### config.mk
export PLATFORM = sky130hd
export DESIGN_NAME = spi_master_ctrl
export DESIGN_NICKNAME = d
export VERILOG_FILES = /design/src/rtl/spi_master_ctrl.sv
export SDC_FILE = /design/constraint.sdc
export NUM_CORES = 1
export LEC_CHECK = 0
export ABC_AREA = 1
export CAP_MARGIN = 20
export CORE_ASPECT_RATIO = 1.2
export CORE_MARGIN = 3
export CORE_UTILIZATION = 35
export CTS_BUF_LIST = sky130_fd_sc_hd__clkbuf_16
export DETAILED_ROUTE_END_ITERATION = 10
export PLACE_DENSITY_LB_ADDON = 0.3
export REMOVE_ABC_BUFFERS = 1
export SETUP_SLACK_MARGIN = 0.05
export SKIP_LAST_GASP = 1
export SLEW_MARGIN = 20
export SYNTH_ARGS = -nofsm -noshare
export SYNTH_HDL_FRONTEND = slang
export SYNTH_SLANG_ARGS = --single-unit
### constraint.sdc
create_clock -name clk -period 1.7 [get_ports clk]
set_clock_uncertainty 0.2 [all_clocks]
set_input_delay 0.34 -clock clk [delete_from_list [all_inputs] [get_ports clk]]
set_output_delay 0.34 -clock clk [all_outputs]
set_load 0.005 [all_outputs]
### src/rtl/spi_master_ctrl.sv
// Transaction-level SPI master for the single-slave SPI RAM: expands one parallel
// write/read request into two 10-bit command frames and returns captured read data.
module spi_master_ctrl #(
    parameter int GAP      = 2,
    parameter int MISO_DLY = 1
) (
    input  logic       clk,
    input  logic       rst_n,
    input  logic       req_valid,
    output logic       req_ready,
    input  logic       req_rw,
    input  logic [7:0] req_addr,
    input  logic [7:0] req_wdata,
    output logic       rsp_valid,
    output logic [7:0] rsp_rdata,
    output logic       busy,
    output logic       SS_n,
    output logic       MOSI,
    input  logic       MISO
);

    localparam int GAP_W  = $clog2(GAP + 1);
    localparam int WAIT_W = (MISO_DLY < 2) ? 1 : $clog2(MISO_DLY);
    localparam logic [GAP_W-1:0]  GAP_LAST  = GAP_W'(GAP - 1);
    localparam logic [WAIT_W-1:0] WAIT_LAST = WAIT_W'((MISO_DLY < 1) ? 0 : MISO_DLY - 1);

    typedef enum logic [2:0] {
        ST_IDLE    = 3'd0,
        ST_START   = 3'd1,
        ST_SEL     = 3'd2,
        ST_SHIFT   = 3'd3,
        ST_WAIT    = 3'd4,
        ST_CAPTURE = 3'd5,
        ST_GAP     = 3'd6
    } state_t;

    // Command encoding is {rw, phase}: 00 wr-addr, 01 wr-data, 10 rd-addr, 11 rd-data.
    function automatic logic [9:0] frame_word(input logic phase_b, input logic rw,
                                              input logic [7:0] addr, input logic [7:0] wdata);
        logic [7:0] payload;
        payload = phase_b ? (rw ? 8'h00 : wdata) : addr;
        return {rw, phase_b, payload};
    endfunction

    state_t              r_state;
    logic                r_phase_b;
    logic                r_rw;
    logic [7:0]          r_addr;
    logic [7:0]          r_wdata;
    logic [3:0]          r_shift_cnt;
    logic [2:0]          r_cap_cnt;
    logic [GAP_W-1:0]    r_gap_cnt;
    logic [WAIT_W-1:0]   r_wait_cnt;
    logic [6:0]          r_rx_sr;
    logic                r_ss_n;
    logic                r_mosi;
    logic                r_rsp_valid;
    logic [7:0]          r_rsp_rdata;

    logic [9:0]          w_frame_word;
    logic                w_rd_frame;

    assign w_frame_word = frame_word(r_phase_b, r_rw, r_addr, r_wdata);
    assign w_rd_frame   = r_phase_b & r_rw;

    assign req_ready = (r_state == ST_IDLE);
    assign busy      = ~req_ready;
    assign SS_n      = r_ss_n;
    assign MOSI      = r_mosi;
    assign rsp_valid = r_rsp_valid;
    assign rsp_rdata = r_rsp_rdata;

    // Frame sequencer; SS_n/MOSI are loaded with the value for the state being entered.
    always_ff @(posedge clk or negedge rst_n) begin
        if (!rst_n) begin
            r_state     <= ST_IDLE;
            r_phase_b   <= 1'b0;
            r_rw        <= 1'b0;
            r_addr      <= 8'h00;
            r_wdata     <= 8'h00;
            r_shift_cnt <= 4'd0;
            r_cap_cnt   <= 3'd0;
            r_gap_cnt   <= '0;
            r_wait_cnt  <= '0;
            r_rx_sr     <= 7'h00;
            r_ss_n      <= 1'b1;
            r_mosi      <= 1'b0;
            r_rsp_valid <= 1'b0;
            r_rsp_rdata <= 8'h00;
        end else begin
            r_rsp_valid <= 1'b0;
            case (r_state)
                ST_IDLE: begin
                    r_mosi <= 1'b0;
                    if (req_valid) begin
                        r_rw      <= req_rw;
                        r_addr    <= req_addr;
                        r_wdata   <= req_wdata;
                        r_phase_b <= 1'b0;
                        r_ss_n    <= 1'b0;
                        r_state   <= ST_START;
                    end else begin
                        r_ss_n    <= 1'b1;
                    end
                end
                ST_START: begin
                    r_mosi  <= w_frame_word[9];
                    r_state <= ST_SEL;
                end
                ST_SEL: begin
                    r_mosi      <= w_frame_word[9];
                    r_shift_cnt <= 4'd0;
                    r_state     <= ST_SHIFT;
                end
                ST_SHIFT: begin
                    if (r_shift_cnt == 4'd9) begin
                        r_mosi <= 1'b0;
                        if (w_rd_frame) begin
                            r_wait_cnt <= '0;
                            r_cap_cnt  <= 3'd0;
                            r_state    <= (MISO_DLY == 0) ? ST_CAPTURE : ST_WAIT;
                        end else begin
                            r_ss_n     <= 1'b1;
                            r_gap_cnt  <= '0;
                            r_state    <= ST_GAP;
                        end
                    end else begin
                        r_mosi      <= w_frame_word[4'd8 - r_shift_cnt];
                        r_shift_cnt <= r_shift_cnt + 4'd1;
                    end
                end
                ST_WAIT: begin
                    if (r_wait_cnt == WAIT_LAST) begin
                        r_state    <= ST_CAPTURE;
                    end else begin
                        r_wait_cnt <= r_wait_cnt + 1'b1;
                    end
                end
                ST_CAPTURE: begin
                    r_rx_sr <= {r_rx_sr[5:0], MISO};
                    if (r_cap_cnt == 3'd7) begin
                        r_rsp_rdata <= {r_rx_sr, MISO};
                        r_rsp_valid <= 1'b1;
                        r_ss_n      <= 1'b1;
                        r_gap_cnt   <= '0;
                        r_state     <= ST_GAP;
                    end else begin
                        r_cap_cnt   <= r_cap_cnt + 3'd1;
                    end
                end
                ST_GAP: begin
                    if (r_gap_cnt == GAP_LAST) begin
                        if (!r_phase_b) begin
                            r_phase_b <= 1'b1;
                            r_ss_n    <= 1'b0;
                            r_state   <= ST_START;
                        end else begin
                            r_state   <= ST_IDLE;
                        end
                    end else begin
                        r_gap_cnt <= r_gap_cnt + 1'b1;
                    end
                end
                default: begin
                    r_ss_n  <= 1'b1;
                    r_mosi  <= 1'b0;
                    r_state <= ST_IDLE;
                end
            endcase
        end
    end

endmodule
==> insert_results.sql, run 1 <==
INSERT INTO impl_metrics (metric_group, metric, value, unit) VALUES
('detailed_routing', 'antenna_violating_nets_left', '0', ''),
('clock_network', 'clk_latency', '0.28', 'ns'),
('sta', 'max_clock_freq', '590', 'MHz'),
('pwr', 'switching_share', '39.3', '%'),
('cells_and_area', 'nFillCells', '581', ''),
('critical_path', 'crit_slowest_cell', 'sky130_fd_sc_hd__dfrtp_1', ''),
('synth', 'synth_common_cells', 'sky130_fd_sc_hd__nand2_1 (71), sky130_fd_sc_hd__dfrtp_1 (47), sky130_fd_sc_hd__inv_1 (42)', ''),
('critical_path', 'critical_path.cell_chain', 'inv_2 -> nand2_4 -> nor2_4 -> buf_6 -> inv_4 -> buf_6', ''),
('detailed_routing', 'wl_per_cell', '12.1', 'µm'),
('pwr', 'net-switching-power', '2.18', 'mW'),
('critical_path', 'r2r_setup_slk', '0.005', 'ns'),
('status', 'run_status', 'completed', ''),
('placed_design', 'placedCellCount', '415', ''),
('detailed_routing', 'finalWirelength', '5.30', 'mm'),
('synth', 'postSynthAreaPerCell', '8.14', 'µm²'),
('clock_network', 'ctsHtreeMaxLevel', '2', ''),
('detailed_routing', 'vias_per_cell', '4.61', ''),
('synth', 'postSynthCellCount', '286', ''),
('synth', 'synthesis.area', '2330', 'µm²'),
('cells_and_area', 'final_net_count', '384', ''),
('global_route', 'overflow', '0', ''),
('synth', 'synthesis.yosys.warnings', '0', ''),
('critical_path', 'critPathMostFrequentCell', 'sky130_fd_sc_hd__buf_6', ''),
('global_route', 'antenna_found_initial', '0', ''),
('global_route', 'grt_first_pass_wirelength', '8.80', 'mm'),
('critical_path', 'critical_path_fanouts_max', '2', ''),
('detailed_routing', 'detail_route.first_pass.iterations', '4', ''),
('synth', 'netlist_top_cells_area', 'sky130_fd_sc_hd__dfrtp_1 (51%), sky130_fd_sc_hd__nand2_1 (11%), sky130_fd_sc_hd__inv_1 (6.8%)', ''),
('critical_path', 'worst_path_dominant_cell_family', 'flip-flops', ''),
('floorplan', 'io_pins', '34', ''),
('detailed_routing', 'drc_errors', '0', ''),
('clock_network', 'cts_sinks', '48', ''),
('clock_network', 'cts_inserted_buffers', '5', ''),
('clock_network', 'cts-root-to-sink-buffers', '2', ''),
('critical_path', 'crit_buf_inv', '4', ''),
('placed_design', 'gpl.final_weighted_congestion', '0.836', ''),
('cells_and_area', 'area_growth_syn_to_layout', '44.2', '%'),
('global_route', 'number_of_global_route_vias_before_repair', '2035', ''),
('floorplan', 'dieHeight', '95.4', 'µm'),
('synth', 'yosysMostFrequentCell', 'sky130_fd_sc_hd__nand2_1', ''),
('placed_design', 'dpl.hpwl', '3.49', 'mm'),
('floorplan', 'floorplan.rows', '31', ''),
('floorplan', 'core_footprint', '6240', 'µm²'),
('pwr', 'p_leak', '1.65', 'nW'),
('floorplan', 'die_width', '80.5', 'µm'),
('cells_and_area', 'drive_above_1_share', '30.3', '%'),
('clock_network', 'tritoncts', 'done', ''),
('sta', 'maxSlewHeadroom', '83.1', '%'),
('global_route', 'grt_max_degree', '49', ''),
('clock_network', 'ctsRootBufferMaster', 'sky130_fd_sc_hd__clkbuf_16', ''),
('synth', 'post_synth_edffs', '0', ''),
('worst_hold_path', 'worstHoldPathType', 'reg2reg', ''),
('clock_network', 'cts.reportedPaths.clkPinSlew', '0.06', 'ns'),
('sta', 'grt_setup_unrepaired', 'true', ''),
('critical_path', 'start_kind', 'register', ''),
('critical_path', 'cp_data_required_time', '1.16', 'ns'),
('critical_path', 'timing_worst_setup_path_type', 'reg2out', ''),
('critical_path', 'cpPeakStageDelay', '0.40', 'ns'),
('pwr', 'cellPowerDensity', '1650', 'nW/µm²'),
('sta', 'finalCriticalPeriod', '1.69', 'ns'),
('pwr', 'peakVddDrop', '0.715', 'mV'),
('synth', 'post-synth-top-area-fraction', '50.5', '%'),
('synth', 'async_sr_flop_fraction', '100', '%'),
('critical_path', 'worstSetupEndpointType', 'output pin', ''),
('detailed_routing', 'vias', '2023', ''),
('sta', 'slew_viol_final', '0', ''),
('cells_and_area', 'final_core_utilization', '53.8', '%'),
('floorplan', 'die_area', '7670', 'µm²'),
('synth', 'netlist-cell-type-count', '23', ''),
('sta', 'final_hold_viol_count', '0', ''),
('pwr', 'combPwrFrac', '51.5', '%');
-- cell families (layout without fill, tap and decap cells) --
group | count (synthesis) | in the layout | synth area share [%]
simple gates | 128 | 128 | 23.4
flops | 48 | 48 | 51.6
compound gates | 48 | 48 | 11.4
buf+inv | 54 | 125 | 9.35
mux | 2 | 2 | 0.967
fa+ha+maj | 6 | 6 | 3.22
-- layout by cell type, fill, tap and decap left out, types with 3 or more instances in the layout --
cell type                          n
sky130_fd_sc_hd__o21ai_0          12
sky130_fd_sc_hd__nor2_1           10
sky130_fd_sc_hd__clkdlybuf4s50_1  19
sky130_fd_sc_hd__nand3_1          19
sky130_fd_sc_hd__o21ai_2           8
sky130_fd_sc_hd__nand4_1           4
sky130_fd_sc_hd__buf_12            3
sky130_fd_sc_hd__nor2_2           12
sky130_fd_sc_hd__a21oi_1          17
sky130_fd_sc_hd__inv_2            11
sky130_fd_sc_hd__nand2_1          62
sky130_fd_sc_hd__buf_6             7
sky130_fd_sc_hd__nor2_4            5
sky130_fd_sc_hd__dlygate4sd2_1    11
sky130_fd_sc_hd__nand2_4           4
sky130_fd_sc_hd__dfrtp_1          46
sky130_fd_sc_hd__ha_1              5
sky130_fd_sc_hd__inv_1            33
sky130_fd_sc_hd__clkbuf_16         5
sky130_fd_sc_hd__nand2_2           8
sky130_fd_sc_hd__buf_4            29
sky130_fd_sc_hd__o21ai_1           6
-- final timing paths --
path,start,to,cells after the start
setup / recovery,r_state[0]$_DFFE_PN0P_,busy,6
hold / removal,rsp_rdata[0]$_DFFE_PN0P_,rsp_rdata[0]$_DFFE_PN0P_,2
setup reg to reg,r_state[1]$_DFFE_PN0P_,r_state[2]$_DFFE_PN0P_,10
hold reg to reg,rsp_rdata[0]$_DFFE_PN0P_,rsp_rdata[0]$_DFFE_PN0P_,2
max in group asynchronous,rst_n,SS_n$_DFFE_PN1P_,3
min in group asynchronous,rst_n,r_wdata[0]$_DFFE_PN0P_,3
-- tightest hold or removal path, cell delays in order, from the launching register on --
cell                      delay, ns
sky130_fd_sc_hd__dfrtp_1       0.34
sky130_fd_sc_hd__nand2_1       0.05
sky130_fd_sc_hd__nand2_1       0.05
-- registers in the layout (all words and copies together), names as in the netlist --
name and cells:
r_gap_cnt 2, r_state 3, MOSI 1, r_phase_b 1, r_cap_cnt 3, r_rw 1
rsp_valid 1, rsp_rdata 8, r_shift_cnt 4, r_addr 8, SS_n 1, r_wdata 8
r_rx_sr 7
-- per-stage QoR --
stage          total power [mW]  setup WS, ns  hold WS (ns)  TNS, ns  cell area [µm²]
2_1_floorplan              3.08        -0.181        -0.156    -1.06             2290
3_3_place_gp               3.89       -0.0186         0.147  -0.0384             2910
3_5_place_dp               3.94       -0.0191         0.144  -0.0556             2910
4_1_cts                    5.08       -0.0701         0.275  -0.0907             3140
5_1_grt                    6.01       -0.0690         0.308   -0.333             3360
6_report                   5.56       0.00536         0.271        0             3360
-- final cells by class --
class	count	area (µm²)	share of cell area, %
clock inverter	2	7.51	0.224
tap	82	103	3.06
clock buffer	5	125	3.73
inverter	47	188	5.59
timing repair buffer	71	658	19.6
sequential	48	1200	35.8
multi-input combinational	184	1070	32.0
-- power groups by stage --
stage,combinational (mW),sequential [mW],clock (mW)
6_report,2.86,1.77,0.924
5_1_grt,3.22,1.81,0.989
3_5_place_dp,2.18,1.76,0
4_1_cts,2.40,1.74,0.944
2_1_floorplan,1.33,1.75,0
3_3_place_gp,2.14,1.75,0
-- metal layers --
metal | track usage [%] | vias up | share of wire, %
met5 | 0 | - | 0
met4 | 5.92 | 0 | 1.3
met3 | 3.59 | 8 | 3.9
met2 | 24.3 | 38 | 50
met1 | 17.5 | 936 | 45
li1 | - | 1041 | -
-- timing repair --
item / 4_1_cts / 5_1_grt
resized for setup: 32 / 60
hold buffers: 1 / 0
hold endpoints to repair: 47 / 0
pin swaps: 9 / 22
endpoints found under the setup margin: 28 / 38
buffers inserted: 13 / 6
Power figures use the tool's default switching activity.
==> run 2: changes to the inputs <==
--- a/config.mk
+++ b/config.mk
@@ -6,7 +6,6 @@
 export NUM_CORES = 1
 export LEC_CHECK = 0
 export ABC_AREA = 1
-export CAP_MARGIN = 20
 export CORE_ASPECT_RATIO = 1.2
 export CORE_MARGIN = 3
 export CORE_UTILIZATION = 35
==> results of run 2 <==
Same layout as run 1: the final DEF is identical, and so are final timing and power.
